<file path="config.mk">
export PLATFORM = sky130hd
export DESIGN_NAME = bus_grant_arbiter_flat
export DESIGN_NICKNAME = d
export VERILOG_FILES = /design/src/rtl/bus_grant_arbiter_pkg.sv /design/src/rtl/bus_grant_arbiter_if.sv /design/src/rtl/bus_grant_arbiter_rr_pick.sv /design/src/rtl/bus_grant_arbiter.sv /design/src/flat_wrapper.sv
export SDC_FILE = /design/constraint.sdc
export NUM_CORES = 1
export LEC_CHECK = 0
export CORE_MARGIN = 2
export CORE_UTILIZATION = 40
export CTS_BUF_LIST = sky130_fd_sc_hd__clkbuf_8 sky130_fd_sc_hd__clkbuf_16
export DETAILED_ROUTE_END_ITERATION = 8
export HOLD_SLACK_MARGIN = 0.02
export PLACE_DENSITY = 0.62
export REMOVE_ABC_BUFFERS = 1
export SYNTH_ARGS = -nofsm -noshare
export SYNTH_HDL_FRONTEND = slang
export SYNTH_SLANG_ARGS = --single-unit
</file>
<file path="constraint.sdc">
create_clock -name clk -period 14.3 [get_ports clk]
set_input_delay 3.575 -clock clk [delete_from_list [all_inputs] [get_ports clk]]
set_output_delay 3.575 -clock clk [all_outputs]
set_load 0.1 [all_outputs]
</file>
<file path="src/rtl/bus_grant_arbiter_pkg.sv">
// Shared definitions for the bus grant arbiter.
//   NUM_REQ / IDX_W : requester count and owner-index width (32 / 5)
//   state_t         : IDLE / OWN state encoding
//   idx_to_onehot   : binary owner index to one-hot grant vector
package bus_arb_pkg;

    localparam int NUM_REQ = 32;
    localparam int IDX_W   = 5;

    typedef logic state_t;
    localparam state_t ST_IDLE = 1'b0;
    localparam state_t ST_OWN  = 1'b1;

    function automatic logic [NUM_REQ-1:0] idx_to_onehot(input logic [IDX_W-1:0] idx);
        logic [NUM_REQ-1:0] oh;
        oh      = '0;
        oh[idx] = 1'b1;
        return oh;
    endfunction

endpackage

</file>
<file path="src/rtl/bus_grant_arbiter_if.sv">
// Request/grant bundle between the control unit, the arbiter and the bus mux.
//   req         : per-requester level request
//   grant       : registered one-hot grant, zero when idle
//   grant_idx   : registered binary owner index, zero when idle
//   grant_valid : any grant asserted
//   grant_new   : one-cycle pulse on the first cycle of each new grant
// master = requester side, slave = arbiter side.
interface bus_grant_arbiter_if;
    import bus_arb_pkg::*;

    logic [NUM_REQ-1:0] req;
    logic [NUM_REQ-1:0] grant;
    logic [IDX_W-1:0]   grant_idx;
    logic               grant_valid;
    logic               grant_new;

    modport master (output req, input grant, grant_idx, grant_valid, grant_new);
    modport slave  (input req, output grant, grant_idx, grant_valid, grant_new);

endinterface

</file>
<file path="src/rtl/bus_grant_arbiter_rr_pick.sv">
// Combinational round-robin picker.
//   req        : request vector
//   ptr        : highest-priority position for this scan
//   mask_idx   : requester to exclude (current owner) when mask_en is set
//   mask_en    : enable the owner mask
//   pick_idx   : first asserted request at or above ptr, wrapping 31 -> 0
//   pick_valid : at least one unmasked request exists
module rr_pick
    import bus_arb_pkg::*;
(
    input  logic [NUM_REQ-1:0] req,
    input  logic [IDX_W-1:0]   ptr,
    input  logic [IDX_W-1:0]   mask_idx,
    input  logic               mask_en,
    output logic [IDX_W-1:0]   pick_idx,
    output logic               pick_valid
);

    logic [NUM_REQ-1:0] masked;
    logic [IDX_W-1:0]   offset;

    always_comb begin
        masked = req;
        if (mask_en) begin
            masked = req & ~idx_to_onehot(mask_idx);
        end
    end

    // Rotated view: offset i looks at requester (ptr + i) mod 32. Scanning
    // downward leaves the lowest set offset, i.e. the first one above ptr.
    always_comb begin
        offset = '0;
        for (int i = NUM_REQ - 1; i >= 0; i--) begin
            if (masked[IDX_W'(i) + ptr]) begin
                offset = IDX_W'(i);
            end
        end
    end

    assign pick_valid = |masked;
    // Un-rotate; the 5-bit add wraps modulo 32.
    assign pick_idx   = ptr + offset;

endmodule

</file>
<file path="src/rtl/bus_grant_arbiter.sv">
// Round-robin bus arbiter with a maximum-hold limit.
//   clk : system clock, rising edge
//   clr : synchronous active-high reset
//   bus : request/grant bundle (slave side), all outputs registered
// MAX_HOLD : cycles an owner may keep the bus while others wait (0 = no limit)
// HOLD_W   : hold counter width, 2**HOLD_W > MAX_HOLD
module bus_grant_arbiter
    import bus_arb_pkg::*;
#(
    parameter int MAX_HOLD = 8,
    parameter int HOLD_W   = 4
)
(
    input  logic                clk,
    input  logic                clr,
    bus_grant_arbiter_if.slave  bus
);

    // With no limit the counter just saturates at all-ones and never rotates.
    localparam logic [HOLD_W-1:0] HOLD_SAT =
        (MAX_HOLD == 0) ? {HOLD_W{1'b1}} : HOLD_W'(MAX_HOLD);

    state_t             state, state_nxt;
    logic [IDX_W-1:0]   ptr, ptr_nxt;
    logic [HOLD_W-1:0]  hold_cnt, hold_nxt;
    logic [NUM_REQ-1:0] grant_r, grant_nxt;
    logic [IDX_W-1:0]   idx_r, idx_nxt;
    logic               new_r, new_nxt;
    logic [IDX_W-1:0]   pick_idx;
    logic               pick_valid;
    logic               take;

    // While owning, the owner is masked so pick_valid means "someone else waits".
    rr_pick u_pick (
        .req        (bus.req),
        .ptr        (ptr),
        .mask_idx   (idx_r),
        .mask_en    (state == ST_OWN),
        .pick_idx   (pick_idx),
        .pick_valid (pick_valid)
    );

    always_ff @(posedge clk) begin
        if (clr) begin
            state    <= ST_IDLE;
            ptr      <= '0;
            hold_cnt <= '0;
            grant_r  <= '0;
            idx_r    <= '0;
            new_r    <= 1'b0;
        end else begin
            state    <= state_nxt;
            ptr      <= ptr_nxt;
            hold_cnt <= hold_nxt;
            grant_r  <= grant_nxt;
            idx_r    <= idx_nxt;
            new_r    <= new_nxt;
        end
    end

    always_comb begin
        state_nxt = state;
        ptr_nxt   = ptr;
        hold_nxt  = hold_cnt;
        grant_nxt = grant_r;
        idx_nxt   = idx_r;
        new_nxt   = 1'b0;
        take      = 1'b0;

        case (state)
            ST_IDLE: begin
                take = pick_valid;
            end
            default: begin
                if (!bus.req[idx_r]) begin
                    // Owner released: hand off directly, or go idle.
                    if (pick_valid) begin
                        take = 1'b1;
                    end else begin
                        state_nxt = ST_IDLE;
                        hold_nxt  = '0;
                        grant_nxt = '0;
                        idx_nxt   = '0;
                    end
                end else if ((MAX_HOLD != 0) && (hold_cnt == HOLD_SAT) && pick_valid) begin
                    take = 1'b1;
                end else if (hold_cnt != HOLD_SAT) begin
                    hold_nxt = hold_cnt + HOLD_W'(1);
                end
            end
        endcase

        if (take) begin
            state_nxt = ST_OWN;
            grant_nxt = idx_to_onehot(pick_idx);
            idx_nxt   = pick_idx;
            new_nxt   = 1'b1;
            hold_nxt  = HOLD_W'(1);
            ptr_nxt   = pick_idx + IDX_W'(1);
        end
    end

    always_comb begin
        bus.grant       = grant_r;
        bus.grant_idx   = idx_r;
        bus.grant_valid = (state == ST_OWN);
        bus.grant_new   = new_r;
    end

endmodule

</file>
<file path="src/flat_wrapper.sv">
// flat-port wrapper written by rule: the top's interface ports become plain ports
module bus_grant_arbiter_flat import bus_arb_pkg::*;
#(
    parameter int MAX_HOLD = 8,
    parameter int HOLD_W   = 4
)
  (clk, clr, bus_req, bus_grant, bus_grant_idx, bus_grant_valid, bus_grant_new);
  bus_grant_arbiter_if bus_i ();
  input  logic clk;
  input  logic clr;
  input wire logic [$bits(bus_i.req)-1:0] bus_req;
  output wire logic [$bits(bus_i.grant)-1:0] bus_grant;
  output wire logic [$bits(bus_i.grant_idx)-1:0] bus_grant_idx;
  output wire logic [$bits(bus_i.grant_valid)-1:0] bus_grant_valid;
  output wire logic [$bits(bus_i.grant_new)-1:0] bus_grant_new;
  assign bus_i.req = bus_req;
  assign bus_grant = bus_i.grant;
  assign bus_grant_idx = bus_i.grant_idx;
  assign bus_grant_valid = bus_i.grant_valid;
  assign bus_grant_new = bus_i.grant_new;
  bus_grant_arbiter #(.MAX_HOLD(MAX_HOLD), .HOLD_W(HOLD_W)) u_core (.clk(clk), .clr(clr), .bus(bus_i));
endmodule
</file>
# ---- Word-level counts from Yosys, hierarchy flattened
# Cells that the tools add are included.
dict set report totals {
  output_inout_bits 39
  wordCells 223
  in_bits 34
  register_bits 48
}
dict set report op_classes {
  muxes 125
  n_bitwise 2
  add_sub_neg 34
  reduce_logical 9
  magnitude_cmp 36
  eq_ne 10
}
# cell n
set op_table {}
lappend op_table {{less-than comparator 5 x 6 -> 1 bit, second input constant} 34}
lappend op_table {{two-way mux 5 bit} 36}
lappend op_table {{binary-select mux 1 bit (select 5 bit)} 33}
lappend op_table {{two-way mux 32 bit} 5}
lappend op_table {{adder 5 bit, first input constant} 16}
lappend op_table {{two-way mux 1 bit} 45}
lappend op_table {{adder 4 x 5 -> 5 bit, first input constant} 8}
lappend op_table {{bitwise AND 32 bit} 1}
lappend op_table {{NOT 32 bit} 1}
lappend op_table {{OR reduction 32 bit} 1}
lappend op_table {{adder 3 x 5 -> 5 bit, first input constant} 4}
lappend op_table {{two-way mux 4 bit} 4}
lappend op_table {{adder 2 x 5 -> 5 bit, first input constant} 2}
lappend op_table {{demux 1 bit (select 5 bit)} 2}
lappend op_table {{>= comparator 5 x 1 -> 1 bit, second input constant} 2}
lappend op_table {{!= test 2 bit, second input constant} 4}
lappend op_table {{AND reduction 4 bit} 2}
lappend op_table {{!= test 3 x 2 -> 1 bit, second input constant} 2}
lappend op_table {{adder 1 x 5 -> 5 bit, first input constant} 1}
lappend op_table {{adder 5 x 1 -> 5 bit, second input constant} 1}
lappend op_table {{adder 5 bit} 1}
lappend op_table {{adder 4 x 1 -> 4 bit, second input constant} 1}
lappend op_table {{equality test 4 bit, second input constant} 1}
lappend op_table {{!= test 4 bit, second input constant} 1}
lappend op_table {{other kinds (6)} 8}

# ---- Logic depth before layout (Yosys ltp)
dict set report depth {
  word_depth 47
  mapped_depth 23
  depth_no_buf 21
}

# ---- Hierarchy
# A second synthesis with hierarchy kept.
dict set report hier_totals {
  cells_unflattened 894
  area_unflattened_um2 7531.0
}
# module area_each_um2 instances cells_each seq_area_each_um2
set by_module_without_submodules {}
lappend by_module_without_submodules {rr_pick 4655.7 1 567 0.0}
lappend by_module_without_submodules {bus_grant_arbiter 2875.3 1 327 960.9}

# ---- Least setup slack after synthesis
# No wires, ideal clock.
dict set report synth_timing {
  path_type {input port to flip-flop}
  start {input port bus_req[7]}
  end {register u_core.ptr[4]}
  setup_ps 106
  cell_stages 17
  t_required_ps 14194
  path_buffers 0
  path_slack_ps 6884
  t_arrival_ps 7310
  path_cell_list {o21ai_0 > mux2i_1 > mux4_2 > mux4_2 > o21bai_1 > o21a_1 > o31ai_1 > a2111oi_0 > o21ai_0 > ha_1 > a21o_1 > a21oi_1 > xnor2_1 > and3_1 > nand3_1 > mux2_2 > o311ai_0}
}
dict set report synth_between {
  elab_chain_cells 38
}
# element line_no
set synth_lines {}
lappend synth_lines {{start: declaration} flat_wrapper.sv:11} ;# input wire logic [$bits(bus_i.req)-1:0] bus_req;
lappend synth_lines {{bitwise AND 32 bit} bus_grant_arbiter_rr_pick.sv:25} ;# masked = req & ~idx_to_onehot(mask_idx);
lappend synth_lines {{two-way mux 32 bit} bus_grant_arbiter_rr_pick.sv:24} ;# if (mask_en) begin
lappend synth_lines {{binary-select mux 1 bit (select 5 bit)} bus_grant_arbiter_rr_pick.sv:34} ;# if (masked[IDX_W'(i) + ptr]) begin
lappend synth_lines {{two-way mux 1 bit (not written as such)} bus_grant_arbiter_rr_pick.sv:34}
lappend synth_lines {{two-way mux 5 bit (32 in series)} bus_grant_arbiter_rr_pick.sv:34}
lappend synth_lines {{adder 5 bit} bus_grant_arbiter_rr_pick.sv:42} ;# assign pick_idx = ptr + offset;
lappend synth_lines {{adder 5 x 1 -> 5 bit} bus_grant_arbiter.sv:99} ;# ptr_nxt = pick_idx + IDX_W'(1);
lappend synth_lines {{end signal: assignment} bus_grant_arbiter.sv:53} ;# ptr <= ptr_nxt;
lappend synth_lines {{end: declaration} bus_grant_arbiter.sv:24} ;# logic [IDX_W-1:0] ptr, ptr_nxt;
# Parallel ways exist; a longest one is shown, timed or not. The select of a mux whose other input is x is not followed.
# A chain may end at the register's enable or synchronous reset.

# ---- Final worst setup path
dict set report layout_timing {
  start {input port bus_req[9]}
  end {register u_core.grant_r[19] (netlist: u_core.bus.grant[19])}
}
dict set report layout_between {
  elab_chain_cells 42
}
# element line_no
set layout_lines {}
lappend layout_lines {{bitwise AND 32 bit} bus_grant_arbiter_rr_pick.sv:25}
lappend layout_lines {{two-way mux 32 bit} bus_grant_arbiter_rr_pick.sv:24}
lappend layout_lines {{binary-select mux 1 bit (select 5 bit)} bus_grant_arbiter_rr_pick.sv:34}
lappend layout_lines {{two-way mux 1 bit (not written as such)} bus_grant_arbiter_rr_pick.sv:34}
lappend layout_lines {{two-way mux 5 bit (32 in series)} bus_grant_arbiter_rr_pick.sv:34}
lappend layout_lines {{adder 5 bit} bus_grant_arbiter_rr_pick.sv:42}
lappend layout_lines {{less-than comparator 5 x 6 -> 1 bit (not written as such) / >= comparator 5 x 1 -> 1 bit (equally long branches)} bus_grant_arbiter_pkg.sv:17} ;# oh[idx] = 1'b1;
lappend layout_lines {{logical AND 1 bit (not written as such)} bus_grant_arbiter_pkg.sv:17}
lappend layout_lines {{two-way mux 1 bit (not written as such)} bus_grant_arbiter_pkg.sv:17}
lappend layout_lines {{demux 1 bit (select 5 bit)} n/a}
lappend layout_lines {{two-way mux 32 bit} bus_grant_arbiter.sv:93} ;# if (take) begin
lappend layout_lines {{end signal: assignment} bus_grant_arbiter.sv:55} ;# grant_r <= grant_nxt;
lappend layout_lines {{end: declaration} bus_grant_arbiter.sv:26} ;# logic [NUM_REQ-1:0] grant_r, grant_nxt;
# Parallel ways exist; a longest one is shown, timed or not. The select of a mux whose other input is x is not followed.

==> flow_summary.json <==
{
  "synth_top_family_by_area": "multiplexers",
  "overflow": 0,
  "crit_slowest_cell": "xnor2_1",
  "clk_pin_slew_worst_paths_ns": 0.06,
  "busiest_layer": "met2",
  "ys_types": 59,
  "synth-simple-area-share": 0.185,
  "antenna_found_initial": 0,
  "worst_slew_pin_slew_ns": 1.22,
  "syn_inst": 643,
  "critPathMaxStageDelay_ns": 1.04,
  "post-route-util": 0.478,
  "cts_root_buf": "clkbuf_16",
  "die_h_um": 125,
  "ir_drop_uv": 126,
  "final_antenna_net_count": 0,
  "final_area_um2": 6870,
  "track_usage": 0.240,
  "grt_pass1_wl_um": 30300,
  "skew_ns": 0.00288,
  "synth_top_cell_area_share": 0.266,
  "dr.pass1.iters": 5,
  "use_met2": 0.389,
  "end_kind": "flip-flop",
  "finalSetupTns_ns": 0,
  "fmax_ghz": 0.111,
  "n_antenna_cell": 0,
  "portBuffers": 72,
  "synth-compound-area-share": 0.185,
  "path_cells": "clkdlybuf4s50_1 > o21ai_0 > mux2i_1 > mux4_2 > mux4_2 > nor2_1 > o21a_1 > o31ai_1 > a2111oi_0 > o21ai_0 > fa_1 > a21o_1 > a21oi_1 > xnor2_1 > xnor2_1 > o21ai_0",
  "place_ws_ns": 5.03,
  "area_growth_pct": 17.7,
  "syn_area_um2": 5840,
  "drt_iter0_markers": 411,
  "synth.area.top_cells": "mux4_2 (27%), dfxtp_1 (16%), nand2_1 (5.9%)",
  "p_leak_nw": 2.33,
  "gp_congestion": 0.939,
  "grt_use_met3": 0.0258,
  "worst_setup_path_start_kind": "primary input",
  "total_power_mw": 1.90,
  "yosys_warnings": 0,
  "ios": 73,
  "setup_viol": 0,
  "drv_slew": 0,
  "crit_type": "primary input to flip-flop",
  "clock_sinks": 48,
  "layout_setup_ws_ns": 5.26,
  "holdBufCountCts": 0,
  "rows": 44,
  "muxShareOfSynthArea": 0.324,
  "fillers": 1382,
  "cts_buffer_depth": 2,
  "cp_data_arrival_time_ns": 9.16,
  "dp_cells": 868,
  "core_area_um2": 14400,
  "clk_latency_ns": 0.28,
  "multiInputGateArea_um2": 4650,
  "synth.avg_cell_area_um2": 9.08,
  "dp_hpwl_um": 15000,
  "powerDensity_nw_per_um2": 277,
  "die_w_um": 125,
  "ys_ff_latch": 48,
  "dr_total_vias": 5663,
  "stdcell_count": 875,
  "drc_errors": 0,
  "synthTopCellsByCount": "nand2_1 (92), mux4_2 (69), dfxtp_1 (48), o21ai_0 (43), a21oi_1 (33)",
  "grt_max_degree": 63,
  "min_period_ns": 9.04,
  "rsz0062_at_grt": "false",
  "fin_nets": 748,
  "hp-class": "flip-flop to flip-flop",
  "post_cts_buffers": 0,
  "cts_tree": "done",
  "vias_per_cell": 6.47,
  "initial_core_util": 0.406,
  "cp.required_ns": 14.42,
  "synth-seq-area-share": 0.165,
  "regArea_um2": 962,
  "cp_max_fo": 15,
  "synth_xor_area_frac": 0.0508,
  "finalCritPeriodShare": 0.632,
  "async_flop_share": 0,
  "wire_per_inst_um": 21.7,
  "synth_adder_area_share": 0.0506,
  "cts_buffers": 5,
  "ctsResizeCount": 0,
  "cap_violations": 0,
  "placed_area_um2": 6680,
  "synth_ff_type": "dfxtp_1",
  "grt_pass1_vias": 5502,
  "fp.dieArea_um2": 15600,
  "synth_edf_count": 0,
  "wl_um": 19000,
  "cp_common_cell": "o21ai_0",
  "synth_top_area_cell": "mux4_2",
  "use_met1": 0.349,
  "drive_gt1_frac": 0.143,
  "ctsHtreeMaxLevel": 2,
  "status": "finished, final reports clean",
  "hold_viol": 0,
  "slew-limit-headroom": 0.179,
  "yosysMostFrequentCell": "nand2_1",
  "whs_ns": 0.445
}
power by group:
part / switching [mW] / internal (mW) / leakage [nW]
Sequential: 0.0376 / 0.159 / 0.390
Combinational: 0.922 / 0.636 / 1.85
Clock: 0.0483 / 0.0992 / 0.0899
metal layers:
| layer | up-vias | part of all wire |
|---|---|---|
| li1 | 2575 | - |
| met1 | 2794 | 0.44 |
| met2 | 270 | 0.47 |
| met3 | 24 | 0.069 |
| met4 | 0 | 0.017 |
| met5 | - | 0 |
path summary, 6_finish.rpt:
| check | start | cells after the start | endpoint | slack (ns) |
|---|---|---|---|---|
| worst max-delay path | bus_req[9] | 16 | u_core.bus.grant[19]$_SDFFE_PP0P_ | 5.26 |
| worst min-delay path | u_core.bus.grant[21]$_SDFFE_PP0P_ | 2 | u_core.bus.grant[21]$_SDFFE_PP0P_ | 0.44 |
| worst max register to register | u_core.ptr[2]$_SDFFE_PP0N_ | 17 | u_core.bus.grant[19]$_SDFFE_PP0P_ | 7.27 |
| worst min register to register | u_core.bus.grant[21]$_SDFFE_PP0P_ | 2 | u_core.bus.grant[21]$_SDFFE_PP0P_ | 0.44 |
layout make-up:
cell class / count / area share
tap: 184 / 0.0335
clock inverter: 2 / 0.00874
multi-input combinational: 540 / 0.678
inverter: 17 / 0.00929
timing repair buffer: 79 / 0.113
sequential: 48 / 0.140
clock buffer: 5 / 0.0182
worst max-delay path: cells and delay by family:
kind,cells,cell delay (ns)
buf+inv,1,0.50
fa+ha+maj,1,0.49
simple gates,1,0.11
compound gates,8,1.85
mux,3,1.41
xor+xnor,2,1.22
sequential cells by signal, summed over array words and instances, names as in the netlist:
signal and cells:
u_core.bus.grant 32, u_core.bus.grant_idx 5, u_core.bus.grant_new 1, u_core.bus.grant_valid 1, u_core.hold_cnt 4, u_core.ptr 5
layout by cell type (no fill, tap or decap), types with 23 or more instances in the layout:
cell type / count
o21ai_1: 24
mux4_2: 69
o21ai_0: 43
a21oi_1: 33
xnor2_1: 25
mux2i_1: 23
nand2_1: 92
nor2_1: 25
dfxtp_1: 47
clkdlybuf4s50_1: 72
logic make-up (layout without fill, tap and decap cells):
group	after synthesis	count (layout)
DFF	48	48
xor gates and xnor gates	33	33
adders and majority gates	23	23
AOI/OAI and AO/OA	171	171
muxes	100	100
and+or+nand+nor	213	213
buffers and inverters	55	103
Power figures use the tool's default switching activity.
